===== src/rtl/outport_uart_tx.sv =====
// outport_uart_tx: captures OUTPORTout changes into a FIFO and sends each word as 8N1 UART bytes, MSB byte first (OUTPORT_UART_NEWLINE_EN appends a 0x0A frame per word)
module outport_uart_tx #(
  parameter int CLK_DIV    = 434,
  parameter int FIFO_DEPTH = 4
) (
  input  logic        clk,
  input  logic        reset,
  input  logic [31:0] OUTPORTout,
  input  logic        run,
  output logic        tx,
  output logic        busy,
  output logic        overflow
);
  localparam int AW = $clog2(FIFO_DEPTH);
  localparam logic [AW:0] DEPTH_C = (AW+1)'(FIFO_DEPTH);
  localparam logic [15:0] DIV_MAX = 16'(CLK_DIV - 1);
`ifdef OUTPORT_UART_NEWLINE_EN
  localparam logic [2:0] LAST_BYTE = 3'd4;
`else
  localparam logic [2:0] LAST_BYTE = 3'd3;
`endif
  typedef enum logic [1:0] {IDLE, START, DATA, STOP} state_t;
  state_t        state, state_n;
  logic [31:0]   last_val, shift_word, shift_word_n;
  logic [31:0]   mem [FIFO_DEPTH];
  logic [AW-1:0] wr_ptr, rd_ptr;
  logic [AW:0]   count, count_n;
  logic [15:0]   div_cnt, div_cnt_n;
  logic [2:0]    bit_idx, bit_idx_n, byte_idx, byte_idx_n;
  logic [7:0]    cur_byte, cur_byte_n, load_byte;
  logic          tx_n, busy_n, push, pop, full, empty, wr_en, div_end;
  assign empty   = count == '0;
  assign full    = count == DEPTH_C;
  assign push    = run && (OUTPORTout != last_val);
  assign wr_en   = push && (!full || pop);
  assign count_n = (wr_en && !pop) ? count + 1'b1 : (!wr_en && pop) ? count - 1'b1 : count;
  assign busy_n  = (count_n != '0) || (state_n != IDLE);
  assign div_end = div_cnt == DIV_MAX;
`ifdef OUTPORT_UART_NEWLINE_EN
  assign load_byte = (byte_idx == LAST_BYTE) ? 8'h0A : shift_word[31:24];
`else
  assign load_byte = shift_word[31:24];
`endif
  // Next-state logic: frame sequencing, bit shifting, and FIFO pop at word boundaries
  always_comb begin
    state_n      = state;
    div_cnt_n    = (state == IDLE || div_end) ? '0 : div_cnt + 16'd1;
    bit_idx_n    = bit_idx;
    byte_idx_n   = byte_idx;
    cur_byte_n   = cur_byte;
    shift_word_n = shift_word;
    tx_n         = tx;
    pop          = 1'b0;
    case (state)
      IDLE: if (!empty) begin
        pop          = 1'b1;
        shift_word_n = mem[rd_ptr];
        byte_idx_n   = '0;
        state_n      = START;
        tx_n         = 1'b0;
      end
      START: if (div_end) begin
        state_n      = DATA;
        bit_idx_n    = '0;
        tx_n         = load_byte[0];
        cur_byte_n   = {1'b0, load_byte[7:1]};
        shift_word_n = {shift_word[23:0], 8'h00};
      end
      DATA: if (div_end) begin
        if (bit_idx == 3'd7) begin
          state_n = STOP;
          tx_n    = 1'b1;
        end else begin
          bit_idx_n  = bit_idx + 3'd1;
          tx_n       = cur_byte[0];
          cur_byte_n = {1'b0, cur_byte[7:1]};
        end
      end
      STOP: if (div_end) begin
        if (byte_idx != LAST_BYTE) begin
          byte_idx_n = byte_idx + 3'd1;
          state_n    = START;
          tx_n       = 1'b0;
        end else if (!empty) begin
          pop          = 1'b1;
          shift_word_n = mem[rd_ptr];
          byte_idx_n   = '0;
          state_n      = START;
          tx_n         = 1'b0;
        end else begin
          state_n = IDLE;
          tx_n    = 1'b1;
        end
      end
      default: state_n = IDLE;
    endcase
  end
  // State, counters, change detector and FIFO pointers; reset abandons any frame and flushes the FIFO
  always_ff @(posedge clk or negedge reset) begin
    if (!reset) begin
      state      <= IDLE;
      div_cnt    <= '0;
      bit_idx    <= '0;
      byte_idx   <= '0;
      cur_byte   <= '0;
      shift_word <= '0;
      tx         <= 1'b1;
      busy       <= 1'b0;
      overflow   <= 1'b0;
      last_val   <= '0;
      wr_ptr     <= '0;
      rd_ptr     <= '0;
      count      <= '0;
    end else begin
      state      <= state_n;
      div_cnt    <= div_cnt_n;
      bit_idx    <= bit_idx_n;
      byte_idx   <= byte_idx_n;
      cur_byte   <= cur_byte_n;
      shift_word <= shift_word_n;
      tx         <= tx_n;
      busy       <= busy_n;
      overflow   <= overflow | (push && full && !pop);
      last_val   <= push ? OUTPORTout : last_val;
      wr_ptr     <= wr_en ? wr_ptr + 1'b1 : wr_ptr;
      rd_ptr     <= pop ? rd_ptr + 1'b1 : rd_ptr;
      count      <= count_n;
    end
  end
  // FIFO storage needs no reset; the pointers define what is valid
  always_ff @(posedge clk) begin
    if (wr_en) mem[wr_ptr] <= OUTPORTout;
  end
endmodule


===== config.mk =====
export PLATFORM = sky130hd
export DESIGN_NAME = outport_uart_tx
export DESIGN_NICKNAME = d
export VERILOG_FILES = /design/src/rtl/outport_uart_tx.sv
export SDC_FILE = /design/constraint.sdc
export NUM_CORES = 1
export LEC_CHECK = 0
export ABC_AREA = 1
export BUFFER_PORTS_ARGS = -buffer_cell sky130_fd_sc_hd__buf_2
export CORE_AREA = 2 2 149 151
export CTS_CLUSTER_SIZE = 28
export DETAILED_ROUTE_END_ITERATION = 12
export DIE_AREA = 0 0 151 153
export PLACE_DENSITY = 0.66
export SLEW_MARGIN = 15
export SYNTH_ARGS = -nofsm -noshare
export SYNTH_HDL_FRONTEND = slang
export SYNTH_SLANG_ARGS = --single-unit

===== constraint.sdc =====
create_clock -name clk -period 5.79 [get_ports clk]
set_clock_uncertainty 0.1 [all_clocks]
set_input_delay 0 -clock clk [delete_from_list [all_inputs] [get_ports clk]]
set_output_delay 0 -clock clk [all_outputs]
set_load 0.05 [all_outputs]

==> flow_results.xml, run 1 <==
<?xml version="1.0" encoding="UTF-8"?>
<metrics>
  <group name="power_and_ir_drop">
    <metric name="share_seq_of_total_power" unit="%">50.1</metric>
    <metric name="power" unit="µW">4100</metric>
    <metric name="total_leakage_power" unit="µW">0.00489</metric>
    <metric name="intPower" unit="µW">3100</metric>
    <metric name="p_clk_share" unit="%">38.7</metric>
    <metric name="irDropWorstVdd" unit="mV">0.335</metric>
    <metric name="switching_power" unit="µW">1000</metric>
    <metric name="power.density" unit="mW/mm²">348</metric>
    <metric name="power.share.combinational" unit="%">11.2</metric>
    <metric name="sw_frac_of_total" unit="%">24.4</metric>
  </group>
  <group name="clock_tree">
    <metric name="clkSinkCount" unit="">233</metric>
    <metric name="cts_made_buffers" unit="">25</metric>
    <metric name="cts_max_level" unit="">1</metric>
    <metric name="clk_root_buffer_cell" unit="">sky130_fd_sc_hd__clkbuf_16</metric>
    <metric name="ctsLongestPathBuffers" unit="">3</metric>
    <metric name="clkLatencyLatePin" unit="ns">0.52</metric>
    <metric name="worst_setup_hold_path_clk_slew" unit="ns">0.06</metric>
    <metric name="clock_tree_from_tritoncts" unit="">yes</metric>
    <metric name="setup_repair_bufs_after_cts" unit="">0</metric>
  </group>
  <group name="synthesis">
    <metric name="synth-edff-count" unit="">128</metric>
    <metric name="synth_most_common_cell" unit="">sky130_fd_sc_hd__nand2_1</metric>
    <metric name="syn-cell-area" unit="mm²">0.0102</metric>
    <metric name="synth.avg_cell_area" unit="µm²">10.7</metric>
    <metric name="synth.yosys.warnings" unit="">0</metric>
    <metric name="synth_top_flop_cell" unit="">sky130_fd_sc_hd__edfxtp_1</metric>
    <metric name="post_syn_nets" unit="">1000</metric>
    <metric name="postSynthRegisterBits" unit="">233</metric>
    <metric name="synthDistinctLibCells" unit="">40</metric>
    <metric name="async_reset_ff_share" unit="%">45.1</metric>
    <metric name="synth.area.top_cells" unit="">sky130_fd_sc_hd__edfxtp_1 (38%), sky130_fd_sc_hd__dfrtp_1 (26%), sky130_fd_sc_hd__nand2_1 (6.5%)</metric>
    <metric name="synth_top_cell_by_area" unit="">sky130_fd_sc_hd__edfxtp_1</metric>
    <metric name="synth_cells" unit="">948</metric>
    <metric name="synth.top_cells.by_count" unit="">sky130_fd_sc_hd__nand2_1 (177), sky130_fd_sc_hd__edfxtp_1 (128), sky130_fd_sc_hd__dfrtp_1 (104), sky130_fd_sc_hd__inv_1 (86), sky130_fd_sc_hd__nor2_1 (86)</metric>
    <metric name="ys_seq_area_share" unit="%">63.7</metric>
    <metric name="yosysTopAreaCellShare" unit="%">37.8</metric>
  </group>
  <group name="timing">
    <metric name="final_hold_viol_count" unit="">0</metric>
    <metric name="setup_viol" unit="">0</metric>
    <metric name="setup_tns" unit="ns">0</metric>
    <metric name="final_min_period_over_clock_period" unit="%">54.2</metric>
    <metric name="hold_slack" unit="ns">0.160</metric>
    <metric name="relative_slew_slack" unit="%">24.4</metric>
    <metric name="grt_setup_unrepaired" unit="">false</metric>
    <metric name="max_freq" unit="MHz">319</metric>
    <metric name="post-route-min-period" unit="ns">3.14</metric>
    <metric name="slew_viol_final" unit="">0</metric>
    <metric name="timing_worst_slew_pin_value" unit="ns">1.13</metric>
  </group>
  <group name="die">
    <metric name="placement_rows" unit="">54</metric>
    <metric name="die_y" unit="µm">153</metric>
    <metric name="placeableCoreArea" unit="mm²">0.0215</metric>
    <metric name="die_area" unit="mm²">0.0231</metric>
    <metric name="dieWidth" unit="µm">151</metric>
    <metric name="top_level_ports" unit="">38</metric>
    <metric name="floorplan.initialDensity" unit="%">47.3</metric>
  </group>
  <group name="global_routing">
    <metric name="first_global_vias" unit="">6403</metric>
    <metric name="grt_remaining_overflow" unit="">0</metric>
    <metric name="grt_first_pass_wirelength" unit="µm">32500</metric>
    <metric name="grt_start_max_net_pins" unit="">80</metric>
    <metric name="antenna_found_initial" unit="">0</metric>
    <metric name="gr-usage-all-layers" unit="%">17.5</metric>
  </group>
  <group name="critical_path">
    <metric name="cpPeakStageDelay" unit="ns">0.90</metric>
    <metric name="setup.worst_path.class" unit="">flip-flop to flip-flop</metric>
    <metric name="critical_path.n_buffers_inverters" unit="">2</metric>
    <metric name="timing.critical_path.fanout_max" unit="">64</metric>
    <metric name="arrival" unit="ns">3.47</metric>
    <metric name="critical_path.cell_chain" unit="">inv_1 &gt; ha_2 &gt; inv_1 &gt; a21oi_1 &gt; and2_2 &gt; o211ai_1 &gt; o21ai_1</metric>
    <metric name="cp-end-kind" unit="">flip-flop</metric>
    <metric name="critPathTopFamily" unit="">adder cells</metric>
    <metric name="critPathRequiredTime" unit="ns">6.12</metric>
    <metric name="cpMaxStageDelayCell" unit="">sky130_fd_sc_hd__ha_2</metric>
    <metric name="start_kind" unit="">flip-flop</metric>
    <metric name="worst_path_most_repeated_cell" unit="">sky130_fd_sc_hd__inv_1</metric>
  </group>
  <group name="drt">
    <metric name="drt-pass1-iter-count" unit="">5</metric>
    <metric name="postRouteWirelength" unit="µm">19700</metric>
    <metric name="vias" unit="">6693</metric>
    <metric name="via_per_inst" unit="">5.09</metric>
    <metric name="drt_iter0_markers" unit="">365</metric>
    <metric name="drt_drc_violations_left" unit="">0</metric>
    <metric name="drt-wirelength-per-cell" unit="µm">15.0</metric>
    <metric name="ant_nets" unit="">0</metric>
  </group>
  <group name="placement">
    <metric name="routabilityCongestion" unit="">0.795</metric>
    <metric name="io_buffers" unit="">37</metric>
    <metric name="detailedPlacementHpwl" unit="µm">11900</metric>
  </group>
  <group name="outcome">
    <metric name="status" unit="">complete, no violations</metric>
  </group>
  <group name="finish">
    <metric name="finish.utilization" unit="%">54.8</metric>
    <metric name="final_layout_size_suffix_gt1_share" unit="%">14.0</metric>
    <metric name="design.final.nets" unit="">1068</metric>
    <metric name="layout.filler_cells" unit="">1841</metric>
    <metric name="antenna-diode-count" unit="">0</metric>
    <metric name="syn2layout_area_growth" unit="%">15.9</metric>
    <metric name="area_taken_by_multi_input_logic_gates" unit="mm²">0.00316</metric>
    <metric name="register_cell_area_after_layout" unit="mm²">0.00647</metric>
  </group>
  <group name="hold_path">
    <metric name="hold_class" unit="">input pin to flip-flop</metric>
  </group>
  <group name="job">
    <metric name="maxCapViolCount" unit="">0</metric>
  </group>
</metrics>
[cells by family after synthesis]
logic type,after synthesis,share of synthesized area (%)
AOI/OAI and AO/OA,189,10.6
xor gates and xnor gates,29,2.50
adders and majority gates,17,2.09
buffers and inverters,136,5.39
DFF,233,63.7
muxes,24,2.65
and+or+nand+nor,320,13.1
[final timing paths]
check,to,cells after the start,slack (ns),from
setup / recovery,shift_word[20],7,2.65,state[1]
max in group asynchronous,rd_ptr[0],4,4.37,reset
hold / removal,mem[2][20],2,0.16,OUTPORTout[20]
setup reg to reg,shift_word[20],7,2.65,state[1]
min in group asynchronous,cur_byte[1],4,0.44,reset
hold reg to reg,overflow,1,0.38,overflow
[registers in the layout, indices dropped and copies added, names as in the netlist]
signal,cells
bit_idx,3
busy,1
byte_idx,3
count,3
cur_byte,7
div_cnt,16
last_val,32
mem,128
overflow,1
rd_ptr,2
shift_word,32
state,2
tx,1
wr_ptr,2
[cell type report]
class,count,share of cell area (%)
Timing Repair Buffer,80,5.21
Clock inverter,13,1.24
Tap cell,280,2.97
Inverter,97,3.09
Multi-Input combinational cell,579,26.8
Clock buffer,33,5.73
Sequential cell,233,54.9
[metal layers]
| layer | vias to the layer above | global-route usage, % | wire, µm |
|---|---|---|---|
| met4 | 0 | 4.05 | 345 |
| met2 | 128 | 29.2 | 9710 |
| met1 | 3196 | 24.4 | 8810 |
| li1 | 3345 | - | - |
| met5 | - | 0 | 0 |
| met3 | 24 | 2.66 | 826 |
[repair_timing]
| action | in CTS | in global routing |
|---|---|---|
| gates resized for setup | 0 | 0 |
| hold endpoints to repair | 192 | 0 |
| hold buffers | 36 | 0 |
[layout by cell type, fill, tap and decap left out, drive strengths merged]
master	n
a211oi	1
a21oi	11
a22oi	1
a31oi	9
and2	1
buf	45
bufinv	3
clkbuf	33
clkinv	9
dfrtp	104
dfstp	1
dlygate4sd3	35
edfxtp	128
ha	17
inv	98
mux2	23
mux2i	1
nand2	183
nand3	37
nand4	2
nor2	90
nor3	6
o211ai	26
o21a	1
o21ai	114
o21bai	1
o22ai	24
o31ai	1
or2	1
xnor2	23
xor2	6
[power by group through the flow]
stage / logic [µW] / clock network (µW) / registers, µW
floorplan: 271 / 0 / 2090
finish: 461 / 1590 / 2050
global route: 516 / 1690 / 2070
detailed placement: 445 / 0 / 2080
global placement: 436 / 0 / 2080
CTS: 468 / 1610 / 2050
[through the flow]
stage	instance area (µm²)	setup WS (ns)	cells
finish	11800	2.65	1315
global route	11800	2.29	1315
CTS	11800	2.67	1315
detailed placement	10600	2.66	1233
global placement	10600	2.77	1233
floorplan	10200	2.48	948
Note: power is estimated with default switching activity, not from simulation.
==> run 2, diff against run 1 <==
==> constraint.sdc (replaced) <==
create_clock -name clk -period 2.9 [get_ports clk]
set_clock_uncertainty 0.1 [all_clocks]
set_input_delay 0 -clock clk [delete_from_list [all_inputs] [get_ports clk]]
set_output_delay 0 -clock clk [all_outputs]
set_load 0.05 [all_outputs]
==> run 2 against run 1 <==
Net effect:
- sequential power is 100% higher
- flip-flop and latch count did not move
- combinational power is 110% higher
- total power increased by 99%
- via count is 0.76% lower
- sequential share of layout area is 0.63 points lower
- design area increased by 1.2%
- count of clock-buffer cells in the layout rose by 6
- first-iteration DRC count increased by 21%
- fmax is 24% higher
- hold slack improved by 0.0027 ns
- critical endpoint is now mem[0][23]
- largest cell class unchanged
- largest power group unchanged
- highest routed layer unchanged
==> flow_results.xml, run 2 (synthesized netlist as in run 1, its figures left out) <==
<?xml version="1.0" encoding="UTF-8"?>
<metrics>
  <group name="power_and_ir_drop">
    <metric name="p_clk_share" unit="%">37.8</metric>
    <metric name="irDropWorstVdd" unit="mV">0.497</metric>
    <metric name="sw_frac_of_total" unit="%">24.5</metric>
    <metric name="share_seq_of_total_power" unit="%">50.3</metric>
    <metric name="intPower" unit="µW">6150</metric>
    <metric name="power.density" unit="mW/mm²">683</metric>
    <metric name="power.share.combinational" unit="%">11.9</metric>
    <metric name="power" unit="µW">8140</metric>
    <metric name="switching_power" unit="µW">1990</metric>
    <metric name="total_leakage_power" unit="µW">0.00494</metric>
  </group>
  <group name="global_routing">
    <metric name="grt_start_max_net_pins" unit="">67</metric>
    <metric name="grt_first_pass_wirelength" unit="µm">33400</metric>
    <metric name="first_global_vias" unit="">6616</metric>
    <metric name="grt_remaining_overflow" unit="">0</metric>
    <metric name="gr-usage-all-layers" unit="%">18.2</metric>
    <metric name="antenna_found_initial" unit="">0</metric>
  </group>
  <group name="die">
    <metric name="die_y" unit="µm">153</metric>
    <metric name="placeableCoreArea" unit="mm²">0.0215</metric>
    <metric name="dieWidth" unit="µm">151</metric>
    <metric name="placement_rows" unit="">54</metric>
    <metric name="floorplan.initialDensity" unit="%">47.3</metric>
    <metric name="top_level_ports" unit="">38</metric>
    <metric name="die_area" unit="mm²">0.0231</metric>
  </group>
  <group name="timing">
    <metric name="timing_worst_slew_pin_value" unit="ns">0.655</metric>
    <metric name="relative_slew_slack" unit="%">56.3</metric>
    <metric name="slack_of_the_critical_path" unit="ns">0.361</metric>
    <metric name="final_min_period_over_clock_period" unit="%">87.6</metric>
    <metric name="max_freq" unit="MHz">394</metric>
    <metric name="setup_viol" unit="">0</metric>
    <metric name="post-route-min-period" unit="ns">2.54</metric>
    <metric name="slew_viol_final" unit="">0</metric>
    <metric name="final_hold_viol_count" unit="">0</metric>
    <metric name="hold_slack" unit="ns">0.163</metric>
    <metric name="grt_setup_unrepaired" unit="">false</metric>
    <metric name="setup_tns" unit="ns">0</metric>
  </group>
  <group name="clock_tree">
    <metric name="ctsLongestPathBuffers" unit="">3</metric>
    <metric name="cts_made_buffers" unit="">26</metric>
    <metric name="clock_tree_from_tritoncts" unit="">yes</metric>
    <metric name="cts_resized" unit="">0</metric>
    <metric name="clk_root_buffer_cell" unit="">sky130_fd_sc_hd__clkbuf_16</metric>
    <metric name="worst_setup_hold_path_clk_slew" unit="ns">0.06</metric>
    <metric name="clkSinkCount" unit="">233</metric>
    <metric name="setup_repair_bufs_after_cts" unit="">0</metric>
    <metric name="cts_max_level" unit="">1</metric>
    <metric name="cts.hold.buffers_added" unit="">36</metric>
    <metric name="clkLatencyLatePin" unit="ns">0.53</metric>
  </group>
  <group name="job">
    <metric name="maxCapViolCount" unit="">0</metric>
  </group>
  <group name="finish">
    <metric name="layout.filler_cells" unit="">1822</metric>
    <metric name="final_area" unit="mm²">0.0119</metric>
    <metric name="registers.top_by_ff_count" unit="">mem</metric>
    <metric name="top_regs" unit="">mem (128), last_val (32), shift_word (32)</metric>
    <metric name="largest_reg_flops" unit="">128</metric>
    <metric name="layout.cells.most_common" unit="">sky130_fd_sc_hd__nand2_1</metric>
    <metric name="layout_common_cells" unit="">sky130_fd_sc_hd__nand2_1 (177), sky130_fd_sc_hd__edfxtp_1 (128), sky130_fd_sc_hd__dfrtp_1 (103), sky130_fd_sc_hd__inv_1 (86), sky130_fd_sc_hd__o21ai_0 (85)</metric>
    <metric name="syn2layout_area_growth" unit="%">17.3</metric>
    <metric name="antenna-diode-count" unit="">0</metric>
    <metric name="final_layout_size_suffix_gt1_share" unit="%">14.5</metric>
    <metric name="design.final.nets" unit="">1076</metric>
  </group>
  <group name="drt">
    <metric name="via_per_inst" unit="">5.02</metric>
    <metric name="drt-wirelength-per-cell" unit="µm">15.1</metric>
    <metric name="ant_nets" unit="">0</metric>
    <metric name="dr.max_layer_used" unit="">met4</metric>
    <metric name="postRouteWirelength" unit="µm">20000</metric>
    <metric name="drt_iter0_markers" unit="">440</metric>
    <metric name="vias" unit="">6642</metric>
    <metric name="wirelength_met1" unit="µm">8750</metric>
    <metric name="drt-pass1-iter-count" unit="">5</metric>
    <metric name="wire_length_on_met2" unit="µm">9910</metric>
    <metric name="met3RoutedLength" unit="µm">837</metric>
    <metric name="drt_drc_violations_left" unit="">0</metric>
  </group>
  <group name="outcome">
    <metric name="status" unit="">complete, no violations</metric>
  </group>
  <group name="placement">
    <metric name="detailed_place.area" unit="mm²">0.0107</metric>
    <metric name="detailedPlacementHpwl" unit="µm">12600</metric>
    <metric name="io_buffers" unit="">37</metric>
    <metric name="preCtsSetupSlack" unit="ns">0.405</metric>
    <metric name="routabilityCongestion" unit="">0.788</metric>
  </group>
  <group name="critical_path">
    <metric name="timing.critical_path.fanout_max" unit="">32</metric>
    <metric name="cp-end-kind" unit="">flip-flop</metric>
    <metric name="start_kind" unit="">flip-flop</metric>
    <metric name="setup.worst_path.class" unit="">flip-flop to flip-flop</metric>
    <metric name="arrival" unit="ns">2.64</metric>
    <metric name="critPathRequiredTime" unit="ns">3.00</metric>
    <metric name="setup.reg_to_reg.worst_slack" unit="ns">0.36</metric>
  </group>
  <group name="hold_path">
    <metric name="hold_class" unit="">input pin to flip-flop</metric>
  </group>
</metrics>
## run 2: cell count changes in the layout (fill, tap and decap cells not counted), sizes merged
cell,before,now
buf,45,52
bufinv,3,0
clkbuf,33,39
inv,98,97
## run 2: per-layer routing
layer / up-vias / GRT usage (%)
met5: - / 0
met1: 3132 / 24.4
met4: 0 / 5.30
li1: 3355 / -
met2: 119 / 31.0
met3: 36 / 2.78
## run 2: path summary, 6_finish.rpt
path / start / end / cells after the start
max in group asynchronous: reset / tx / 4
setup / recovery: state[0] / mem[0][23] / 12
hold / removal: OUTPORTout[1] / mem[1][1] / 2
setup reg to reg: state[0] / mem[0][23] / 12
hold reg to reg: cur_byte[6] / cur_byte[6] / 2
min in group asynchronous: reset / div_cnt[10] / 4
## run 2: per-stage QoR
step | util [%] | cells
final | 55.5 | 1324
after detailed placement | 49.9 | 1240
after global routing | 55.5 | 1324
after floorplan | - | 948
after CTS | 55.5 | 1324
after global placement | 49.9 | 1240
## run 2: power by group through the flow
stage               logic (µW)  registers [µW]  clock network (µW)
floorplan                  541            4170                   0
global placement           920            4150                   0
detailed placement         940            4160                   0
CTS                        984            4100                3170
global route              1080            4130                3310
finish                     966            4100                3080
## run 2: area by class of cell
class                   count  area [µm²]  area share (%)
flip-flops and latches    233        6470            54.3
multi-input cells         579        3160            26.5
clock buffers              39         772            6.48
repair buffers             87         758            6.36
inverters                  97         364            3.05
well taps                 280         350            2.94
clock inverters             9        43.8           0.367
## run 2: critical path: stages, from the launching register on
cell and delay [ns]:
sky130_fd_sc_hd__dfrtp_1 0.39, sky130_fd_sc_hd__inv_1 0.11, sky130_fd_sc_hd__ha_1 0.30, sky130_fd_sc_hd__inv_1 0.09, sky130_fd_sc_hd__nand2_1 0.09, sky130_fd_sc_hd__nor3_2 0.10, sky130_fd_sc_hd__nand3_1 0.11, sky130_fd_sc_hd__nand2_2 0.16
sky130_fd_sc_hd__nor2_1 0.07, sky130_fd_sc_hd__clkinv_1 0.07, sky130_fd_sc_hd__nand3_2 0.16, sky130_fd_sc_hd__nor2_2 0.20, sky130_fd_sc_hd__buf_12 0.25
